===== src/rtl/apb_pkg.sv =====
// Shared types, register indices and access-error decode for the APB register file.
package apb_pkg;

  typedef enum logic {
    IDLE   = 1'b0,
    ACCESS = 1'b1
  } apb_state_e;

  localparam int unsigned REG_ID_IDX     = 0;
  localparam int unsigned REG_STATUS_IDX = 1;

  localparam logic [31:0] DEFAULT_ID_VALUE = 32'hA0B0_0001;

  // Misaligned, beyond the bank, or a write to one of the read-only words.
  function automatic logic decode_err(input logic [31:0] addr, input logic write,
                                      input int unsigned num_regs);
    logic [31:0] idx;
    idx = addr >> 2;
    return (addr[1:0] != 2'b00) || (idx >= num_regs) ||
           (write && (idx <= 32'(REG_STATUS_IDX)));
  endfunction

endpackage


===== src/rtl/apb_slave_wait_ctrl.sv =====
// Transfer sequencing for the APB slave: setup detection, wait-state count,
// PREADY generation and abort on PSEL loss.
module apb_slave_wait_ctrl
  import apb_pkg::*;
#(
  parameter int unsigned WAIT_CYCLES = 2
) (
  input  logic PCLK,
  input  logic PRESETn,
  input  logic psel,
  input  logic penable,
  output logic ready,
  output logic setup_go,
  output logic ready_set,
  output logic commit,
  output logic abort
);

  apb_state_e state_reg;
  logic [3:0] cnt_reg;

  // Strobes describe what the coming clock edge will do.
  assign setup_go  = (state_reg == IDLE) && psel && !penable;
  assign abort     = (state_reg == ACCESS) && !psel;
  assign commit    = (state_reg == ACCESS) && ready && psel && penable;
  assign ready_set = (setup_go && (WAIT_CYCLES == 0)) ||
                     ((state_reg == ACCESS) && psel && !ready && (cnt_reg == 4'd1));

  always_ff @(posedge PCLK or negedge PRESETn) begin
    if (!PRESETn) begin
      state_reg <= IDLE;
      cnt_reg   <= 4'd0;
      ready     <= 1'b0;
    end else begin
      case (state_reg)
        IDLE: begin
          if (setup_go) begin
            state_reg <= ACCESS;
            cnt_reg   <= 4'(WAIT_CYCLES);
            ready     <= (WAIT_CYCLES == 0);
          end
        end
        ACCESS: begin
          if (!psel) begin
            state_reg <= IDLE;
            cnt_reg   <= 4'd0;
            ready     <= 1'b0;
          end else if (ready) begin
            if (penable) begin
              state_reg <= IDLE;
              ready     <= 1'b0;
            end
          end else if (cnt_reg > 4'd1) begin
            cnt_reg <= cnt_reg - 4'd1;
          end else if (cnt_reg == 4'd1) begin
            cnt_reg <= 4'd0;
            ready   <= 1'b1;
          end
        end
        default: state_reg <= IDLE;
      endcase
    end
  end

endmodule


===== src/rtl/apb_slave_regfile.sv =====
// APB slave register bank: ID and live STATUS words, byte-strobed RW control
// registers, configurable wait states and PSLVERR on illegal accesses.
module apb_slave_regfile
  import apb_pkg::*;
#(
  parameter int unsigned ADDR_WIDTH  = 8,
  parameter int unsigned DATA_WIDTH  = 32,
  parameter int unsigned NUM_REGS    = 16,
  parameter int unsigned WAIT_CYCLES = 2,
  parameter logic [DATA_WIDTH-1:0] ID_VALUE = DATA_WIDTH'(DEFAULT_ID_VALUE)
) (
  input  logic                           PCLK,
  input  logic                           PRESETn,
  input  logic [ADDR_WIDTH-1:0]          PADDR,
  input  logic                           PSEL,
  input  logic                           PENABLE,
  input  logic                           PWRITE,
  input  logic [DATA_WIDTH-1:0]          PWDATA,
  input  logic [DATA_WIDTH/8-1:0]        PSTRB,
  output logic [DATA_WIDTH-1:0]          PRDATA,
  output logic                           PREADY,
  output logic                           PSLVERR,
  input  logic [DATA_WIDTH-1:0]          hw_status_in,
  output logic [NUM_REGS*DATA_WIDTH-1:0] ctrl_regs_out,
  output logic [NUM_REGS-1:0]            wr_pulse
);

  localparam int unsigned IDX_W = ADDR_WIDTH - 2;
  localparam int unsigned NB    = DATA_WIDTH / 8;

  logic                  setup_go, ready_set, commit, abort;
  logic [IDX_W-1:0]      idx_reg;
  logic                  write_reg, err_reg;
  logic [DATA_WIDTH-1:0] wdata_reg;
  logic [NB-1:0]         strb_reg;
  logic                  setup_err;
  logic [IDX_W-1:0]      idx_sel;
  logic                  write_sel, err_sel;
  logic [DATA_WIDTH-1:0] rd_next;
  logic [DATA_WIDTH-1:0] prdata_reg;
  logic                  pslverr_reg;
  logic [DATA_WIDTH-1:0] reg_img [NUM_REGS];

  apb_slave_wait_ctrl #(
    .WAIT_CYCLES(WAIT_CYCLES)
  ) u_wait_ctrl (
    .PCLK     (PCLK),
    .PRESETn  (PRESETn),
    .psel     (PSEL),
    .penable  (PENABLE),
    .ready    (PREADY),
    .setup_go (setup_go),
    .ready_set(ready_set),
    .commit   (commit),
    .abort    (abort)
  );

  assign setup_err = decode_err(32'(PADDR), PWRITE, NUM_REGS);

  // Everything used later in the transfer is frozen at setup.
  always_ff @(posedge PCLK or negedge PRESETn) begin
    if (!PRESETn) begin
      idx_reg   <= '0;
      write_reg <= 1'b0;
      err_reg   <= 1'b0;
      wdata_reg <= '0;
      strb_reg  <= '0;
    end else if (setup_go) begin
      idx_reg   <= PADDR[ADDR_WIDTH-1:2];
      write_reg <= PWRITE;
      err_reg   <= setup_err;
      wdata_reg <= PWDATA;
      strb_reg  <= PSTRB;
    end
  end

  // With zero wait states the response is built on the setup edge itself,
  // before the latched copies exist.
  assign idx_sel   = setup_go ? PADDR[ADDR_WIDTH-1:2] : idx_reg;
  assign write_sel = setup_go ? PWRITE : write_reg;
  assign err_sel   = setup_go ? setup_err : err_reg;

  always_comb begin
    rd_next = '0;
    for (int i = 0; i < NUM_REGS; i++) begin
      if (idx_sel == IDX_W'(i)) rd_next = reg_img[i];
    end
    if (idx_sel == IDX_W'(REG_STATUS_IDX)) rd_next = hw_status_in;
    if (err_sel || write_sel) rd_next = '0;
  end

  always_ff @(posedge PCLK or negedge PRESETn) begin
    if (!PRESETn) begin
      prdata_reg  <= '0;
      pslverr_reg <= 1'b0;
    end else if (abort || commit) begin
      prdata_reg  <= '0;
      pslverr_reg <= 1'b0;
    end else if (ready_set) begin
      prdata_reg  <= rd_next;
      pslverr_reg <= err_sel;
    end
  end

  assign PRDATA  = prdata_reg;
  assign PSLVERR = pslverr_reg;

  genvar gi;
  generate
    for (gi = 0; gi < NUM_REGS; gi++) begin : g_reg
      if (gi == REG_ID_IDX) begin : g_id
        assign reg_img[gi]  = ID_VALUE;
        assign wr_pulse[gi] = 1'b0;
      end else if (gi == REG_STATUS_IDX) begin : g_status
        assign reg_img[gi]  = '0;
        assign wr_pulse[gi] = 1'b0;
      end else begin : g_rw
        logic [DATA_WIDTH-1:0] data_reg;
        logic                  pulse_reg;
        logic                  hit;

        assign hit = commit && write_reg && !err_reg && (idx_reg == IDX_W'(gi));

        always_ff @(posedge PCLK or negedge PRESETn) begin
          if (!PRESETn) begin
            data_reg  <= '0;
            pulse_reg <= 1'b0;
          end else begin
            pulse_reg <= hit && (strb_reg != '0);
            for (int b = 0; b < NB; b++) begin
              if (hit && strb_reg[b]) data_reg[8*b +: 8] <= wdata_reg[8*b +: 8];
            end
          end
        end

        assign reg_img[gi]  = data_reg;
        assign wr_pulse[gi] = pulse_reg;
      end
      assign ctrl_regs_out[gi*DATA_WIDTH +: DATA_WIDTH] = reg_img[gi];
    end
  endgenerate

endmodule


===== config.mk =====
export PLATFORM = sky130hd
export DESIGN_NAME = apb_slave_regfile
export DESIGN_NICKNAME = d
export VERILOG_FILES = /design/src/rtl/apb_pkg.sv /design/src/rtl/apb_slave_wait_ctrl.sv /design/src/rtl/apb_slave_regfile.sv
export SDC_FILE = /design/constraint.sdc
export NUM_CORES = 1
export LEC_CHECK = 0
export CAP_MARGIN = 5
export CORE_AREA = 2 2 250 252
export CTS_CLUSTER_SIZE = 8
export DETAILED_ROUTE_END_ITERATION = 16
export DIE_AREA = 0 0 252 254
export MAX_ROUTING_LAYER = met4
export PLACE_DENSITY = 0.76
export SYNTH_ARGS = -nofsm -noshare
export SYNTH_HDL_FRONTEND = slang
export SYNTH_SLANG_ARGS = --single-unit

===== constraint.sdc =====
create_clock -name PCLK -period 3 [get_ports PCLK]
set_input_delay 0.75 -clock PCLK [delete_from_list [all_inputs] [get_ports PCLK]]
set_output_delay 0.75 -clock PCLK [all_outputs]
set_load 0.02 [all_outputs]

* Yosys cells after proc, flatten, opt, wreduce, memory -nomap -nowiden
Index checks and enable logic that the tools add are counted.
** Word-level totals
- Bits in registers :: 545
- Input bits :: 81
- Output and inout bits :: 562
- Logic and storage cells :: 268
** Cells by class
- Add/sub/neg operators :: 1
- Magnitude comparators :: 3
- Eq/ne operators :: 33
- Mux-type cells :: 41
- Bitwise gates (word level) :: 1
- Reduce and logical (&&, ||, !) cells :: 109
** Operators by type and width (count)
- $mux 32 :: 19
- $eq 6x4->1 const B :: 16
- $logic_and 1x1->1 :: 96
- $eq 6x3->1 const B :: 8
- $eq 6x2->1 const B :: 4
- $mux 4 :: 5
- $mux 1 :: 13
- $pmux 4 s2 :: 1
- $eq 6x1->1 const B :: 1
- $ge 6x5->1 const B :: 1
- $le 6x1->1 const B :: 1
- $logic_not 6->1 :: 1
- $mux 6 :: 1
- $eq 4x1->1 const B :: 1
- $gt 4x1->1 const B :: 1
- $logic_not 1->1 :: 4
- $logic_or 1x1->1 :: 4
- $ne 4x4->1 const B :: 1
- $pmux 1 s2 :: 2
- $reduce_bool 2->1 :: 2
- $reduce_bool 4->1 :: 1
- $sub 4x1->4 const B :: 1
- $ne 3x3->1 const B :: 1
- $reduce_and 3->1 :: 1
- other kinds (2) :: 2

* Longest topological paths before layout
- Word-level depth :: 24
- Mapped depth :: 11
- Mapped depth without buffers :: 9

* Hierarchy
Synthesis repeated with hierarchy kept, for this count alone.
** Second synthesis, totals
- Cells, all modules :: 2163
- Area total of the unflattened synthesis :: 26142.6 µm²
** By module, submodules not included
- apb_slave_regfile :: instances 1, cells an instance 2118, area each 25732.2 µm², sequential area each 13487.9 µm²
- apb_slave_wait_ctrl :: instances 1, cells an instance 45, area each 410.4 µm², sequential area each 150.1 µm²

* Worst setup path after synthesis
Ideal clock, no wire load.
- Kind :: input -> register
- Start :: input PENABLE
- End :: register prdata_reg[21], in the netlist PRDATA[21]
- Library setup time :: 0.126 ns
- Data arrival time :: 2.614 ns
- Required time :: 2.874 ns
- Slack :: 0.260 ns
- Cell stages on the path :: 8
- Cell sequence :: buf_6 > or3b_4 > or4_1 > o21a_1 > buf_2 > o22ai_1 > o21ai_0 > a221o_1
** Between the ends
- Cells in the longest elaborated chain, start to end :: 23
** RTL lines
- start, declared :: RTL line apb_slave_regfile.sv:16 : input logic PENABLE,
- $logic_not 1->1 :: RTL line apb_slave_wait_ctrl.sv:23 : assign setup_go = (state_reg == IDLE) && psel && !penable;
- $logic_and 1x1->1 :: RTL line apb_slave_wait_ctrl.sv:23
- $mux 6
- $logic_not 6->1 :: RTL line apb_slave_regfile.sv:86 : if (idx_sel == IDX_W'(i)) rd_next = reg_img[i];
- $mux 32 (15 in series) :: RTL line apb_slave_regfile.sv:86
- $mux 32 :: RTL line apb_slave_regfile.sv:88 : if (idx_sel == IDX_W'(REG_STATUS_IDX)) rd_next = hw_status_in;
- $mux 32 :: RTL line apb_slave_regfile.sv:89 : if (err_sel || write_sel) rd_next = '0;
- $mux 32 :: RTL line apb_slave_regfile.sv:99 : end else if (ready_set) begin
- $mux 32 :: RTL line apb_slave_regfile.sv:96 : end else if (abort || commit) begin
- end signal, assigned :: RTL line apb_slave_regfile.sv:100 : prdata_reg <= rd_next;
- end, declared :: RTL line apb_slave_regfile.sv:40 : logic [DATA_WIDTH-1:0] prdata_reg;
Parallel ways exist; a longest one is shown, timed or not. The select of a mux whose other input is x is not followed.
A chain may end at the register's enable or synchronous reset.

* Worst setup path after layout
- Start :: input PADDR[6]
- End :: register prdata_reg[6], in the netlist PRDATA[6]
** Between the ends
- Cells in the longest elaborated chain, start to end :: 20
** RTL lines
- start, declared :: RTL line apb_slave_regfile.sv:14 : input logic [ADDR_WIDTH-1:0] PADDR,
- $mux 6
- $eq 6x2->1 :: RTL line apb_slave_regfile.sv:86
- $mux 32 (14 in series) :: RTL line apb_slave_regfile.sv:86
- $mux 32 :: RTL line apb_slave_regfile.sv:88
- $mux 32 (*) :: RTL line apb_slave_regfile.sv:89
- $mux 32 (*) :: RTL line apb_slave_regfile.sv:99
- $mux 32 (*) :: RTL line apb_slave_regfile.sv:96
Every way passes the cells marked *; elsewhere a longest branch is shown, timed or not. The select of a mux whose other input is x is not followed.

==> results by group <==
Run status
  • Status: finished clean

Global route
  • Initial antenna violation count: 3
  • Met2 usage: 55.6%
  • Vias in the first global route: 23100
  • GRT Total Usage: 36.8%
  • Remaining Overflow, GRT: 0
  • M3 GR Usage: 8.80%
  • Largest net degree at the start of global routing: 74
  • First-pass GRT wire length: 165000 µm
  • Met1 usage: 47.3%
  • GRT Max-Usage Layer: met2

Critical path
  • Req. time, crit path: 3.48 ns
  • Most common cell on crit path: buf_4
  • Critical Path Source Type: primary input
  • Worst r2r src: u_wait_ctrl.state_reg
  • Kind of critical path: primary input to flop
  • Worst Path Arrival: 3.41 ns
  • Critical path, cell by cell: clkdlybuf4s50_1, or3_1, buf_4, nor3_1, or2_1, buf_4, nor3_4, buf_4, nand2_1, a21oi_1, o21ai_0
  • R2r worst-path depth: 12
  • Slowest stage delay, CP: 0.58 ns
  • R2r setup slk: 0.10 ns
  • CP Capture Type: flop
  • CP Max Fanout: 9
  • Critical R2R Capture: PRDATA[16]
  • Slowest CP cell: clkdlybuf4s50_1

Drt
  • Vias per Instance: 6.14
  • Post-DRT Antenna Nets: 0
  • Routed len/inst: 31.3 µm
  • Via Count: 22900
  • Final WL: 117000 µm
  • Drt pass-1 iters: 9
  • # DRC: 0
  • Iteration-0 DRC Markers: 2620

Timing
  • Setup TNS: 0 ns
  • WHS: 0.0959 ns
  • Rel. slew slack: 46.6%
  • Pins Over Slew Limit: 0
  • Final setup vio count: 0
  • RSZ-0062 raised after global routing: no
  • Fin crit period: 2.93 ns
  • Max Clk Rate: 342 MHz
  • Period utilization: 97.6%
  • Final hold vios: 0
  • Setup ws final: 0.0719 ns
  • Worst slew pin tran: 0.798 ns
  • Layout Skew: 0.0284 ns

Min path
  • Class of the worst hold path: primary input to asynchronous set/reset pin

Clocking
  • Clk buf depth: 3
  • Clock latency on the worst-skew pair: 0.62 ns
  • Clk root buf: clkbuf_16
  • Num CTS Buffers: 78
  • Clock transition at the registers of the reported paths: 0.05 ns
  • CTS tree: yes
  • CTS H-Tree Depth: 3
  • Clock Sinks: 545
  • CTS Hold Bufs: 0

Layout
  • Commonest cells after routing, fill and taps aside: clkdlybuf4s50_1, dfrtp_1, mux2_2
  • Layout fillers: 4820
  • Layout Nets: 3005
  • Multi-input logic area: 10500 µm²
  • Register Area: 13600 µm²
  • Max reg flops: 448
  • Most common cell after layout, fill and taps aside: clkdlybuf4s50_1
  • Fin util: 59.9%
  • Share of cells above drive strength 1: 30.5%
  • Post-route cell area: 36700 µm²
  • Non-Filler Instances: 3726
  • Area Overhead vs Synth: 47.1%

Logic synthesis
  • Avg Cell Area, Syn: 12.0 µm²
  • Ys async rst share: 100%
  • Sequential area share after synthesis: 54.7%
  • Yosys reg bits: 545
  • Ys flop type: dfrtp_1
  • Gate Count Post-Synth: 2081
  • EDFF count, synth: 0
  • Ys Warns: 0
  • Post-Syn Area: 24900 µm²
  • Count of different cell masters after synthesis: 75

Placed design
  • Pre-CTS setup slack: -0.842 ns
  • Placed Cells: 3628
  • Post-DP HPWL: 88200 µm
  • Routability Congestion: 0.993
  • Placed Area: 34500 µm²
  • PortBufs: 576

Floorplanning
  • Die ar.: 64000 µm²
  • Number of placed I/O pins: 643
  • Core footprint: 61300 µm²
  • Chip height: 254 µm
  • Initial Utilization: 40.7%
  • Std cell rows: 91
  • Die width: 252 µm

Power and ir drop
  • LEAKAGE: 17.3 nW
  • Peak supply drop: 0.387 mV
  • Tot Pwr: 17.5 mW
  • Power per standard cell area: 478 nW/µm²

Flow run
  • Maxcap violations: 0
-- power breakdown --
part,switching [mW],total [mW],internal [mW]
Sequential,0.470,7.93,7.46
Clock,3.22,7.93,4.71
Combinational,1.04,1.65,0.609
Total,4.73,17.5,12.8
-- synthesized netlist by cell type (6+ instances only) --
master / instances / share of area (%)
a211oi_1: 10 / 0.30
a21oi_1: 52 / 1.0
a221oi_1: 31 / 1.1
a222oi_1: 33 / 1.3
a22o_1: 11 / 0.39
a22oi_1: 65 / 2.0
a32oi_1: 6 / 0.21
buf_2: 33 / 0.66
buf_4: 83 / 2.5
clkbuf_1: 82 / 1.2
dfrtp_1: 545 / 55
inv_1: 6 / 0.090
mux2_1: 15 / 0.68
mux2_2: 435 / 20
nand2_1: 255 / 3.8
nand2b_1: 14 / 0.35
nand3_1: 20 / 0.40
nor2_1: 104 / 1.6
nor3_1: 20 / 0.40
nor4_1: 18 / 0.45
o21ai_0: 55 / 1.1
o21ai_1: 6 / 0.12
o221ai_1: 26 / 0.91
o22ai_1: 42 / 1.1
or4_1: 7 / 0.21
-- area by class of cell --
cell class / instances / area share, %
Multi-Input combinational cell: 1387 / 28.7
Timing Repair Buffer: 904 / 25.5
Antenna cell: 4 / 0.0273
Tap cell: 790 / 2.70
Clock buffer: 84 / 5.50
Sequential cell: 545 / 37.2
Inverter: 6 / 0.0614
Clock inverter: 6 / 0.263
-- routing by layer --
| layer | part of all wire [%] | up-vias | wire length (µm) |
|---|---|---|---|
| met2 | 46 | 1649 | 53400 |
| met3 | 10 | 313 | 12100 |
| li1 | - | 9235 | - |
| met5 | 0 | - | 0 |
| met1 | 39 | 11700 | 45800 |
| met4 | 4.6 | 0 | 5310 |
-- repair_timing --
action / 4_1_cts / 5_1_grt
buffers inserted: 3 / 1
resized for setup: 5 / 7
hold endpoints to repair: 0 / 0
pin swaps: 6 / 9
endpoints found under the setup margin: 19 / 27
-- worst max-delay path: cells and delay by family --
family,cells,cell delay (ns)
AOI/OAI and AO/OA,2,0.38
and+or+nand+nor,5,1.05
buffers and inverters,4,1.21
-- how the worst max path moves through the flow --
stage               cells past startpoint          to  startpoint  slack (ns)
detailed placement                     11   PRDATA[5]        PSEL       -0.84
global placement                       11   PRDATA[5]        PSEL       -0.85
finish                                 11   PRDATA[6]    PADDR[6]        0.07
CTS                                    11   PRDATA[6]    PADDR[2]       0.007
global route                           11  PRDATA[20]    PADDR[7]       0.003
floorplan                               8  PRDATA[21]     PENABLE        0.26
-- cell families (layout without fill, tap and decap cells) --
logic type / Yosys count / count (layout) / share of synthesized area (%)
AO/OA/AOI/OAI: 393 / 393 / 11.6
multiplexers: 450 / 450 / 20.3
adder cells (fa/ha/maj): 2 / 2 / 0.100
buffers and inverters: 213 / 1000 / 4.77
flip-flops: 545 / 545 / 54.7
AND/OR/NAND/NOR: 476 / 476 / 8.44
other: 2 / 70 / 0.0301
Power figures use the tool's default switching activity.
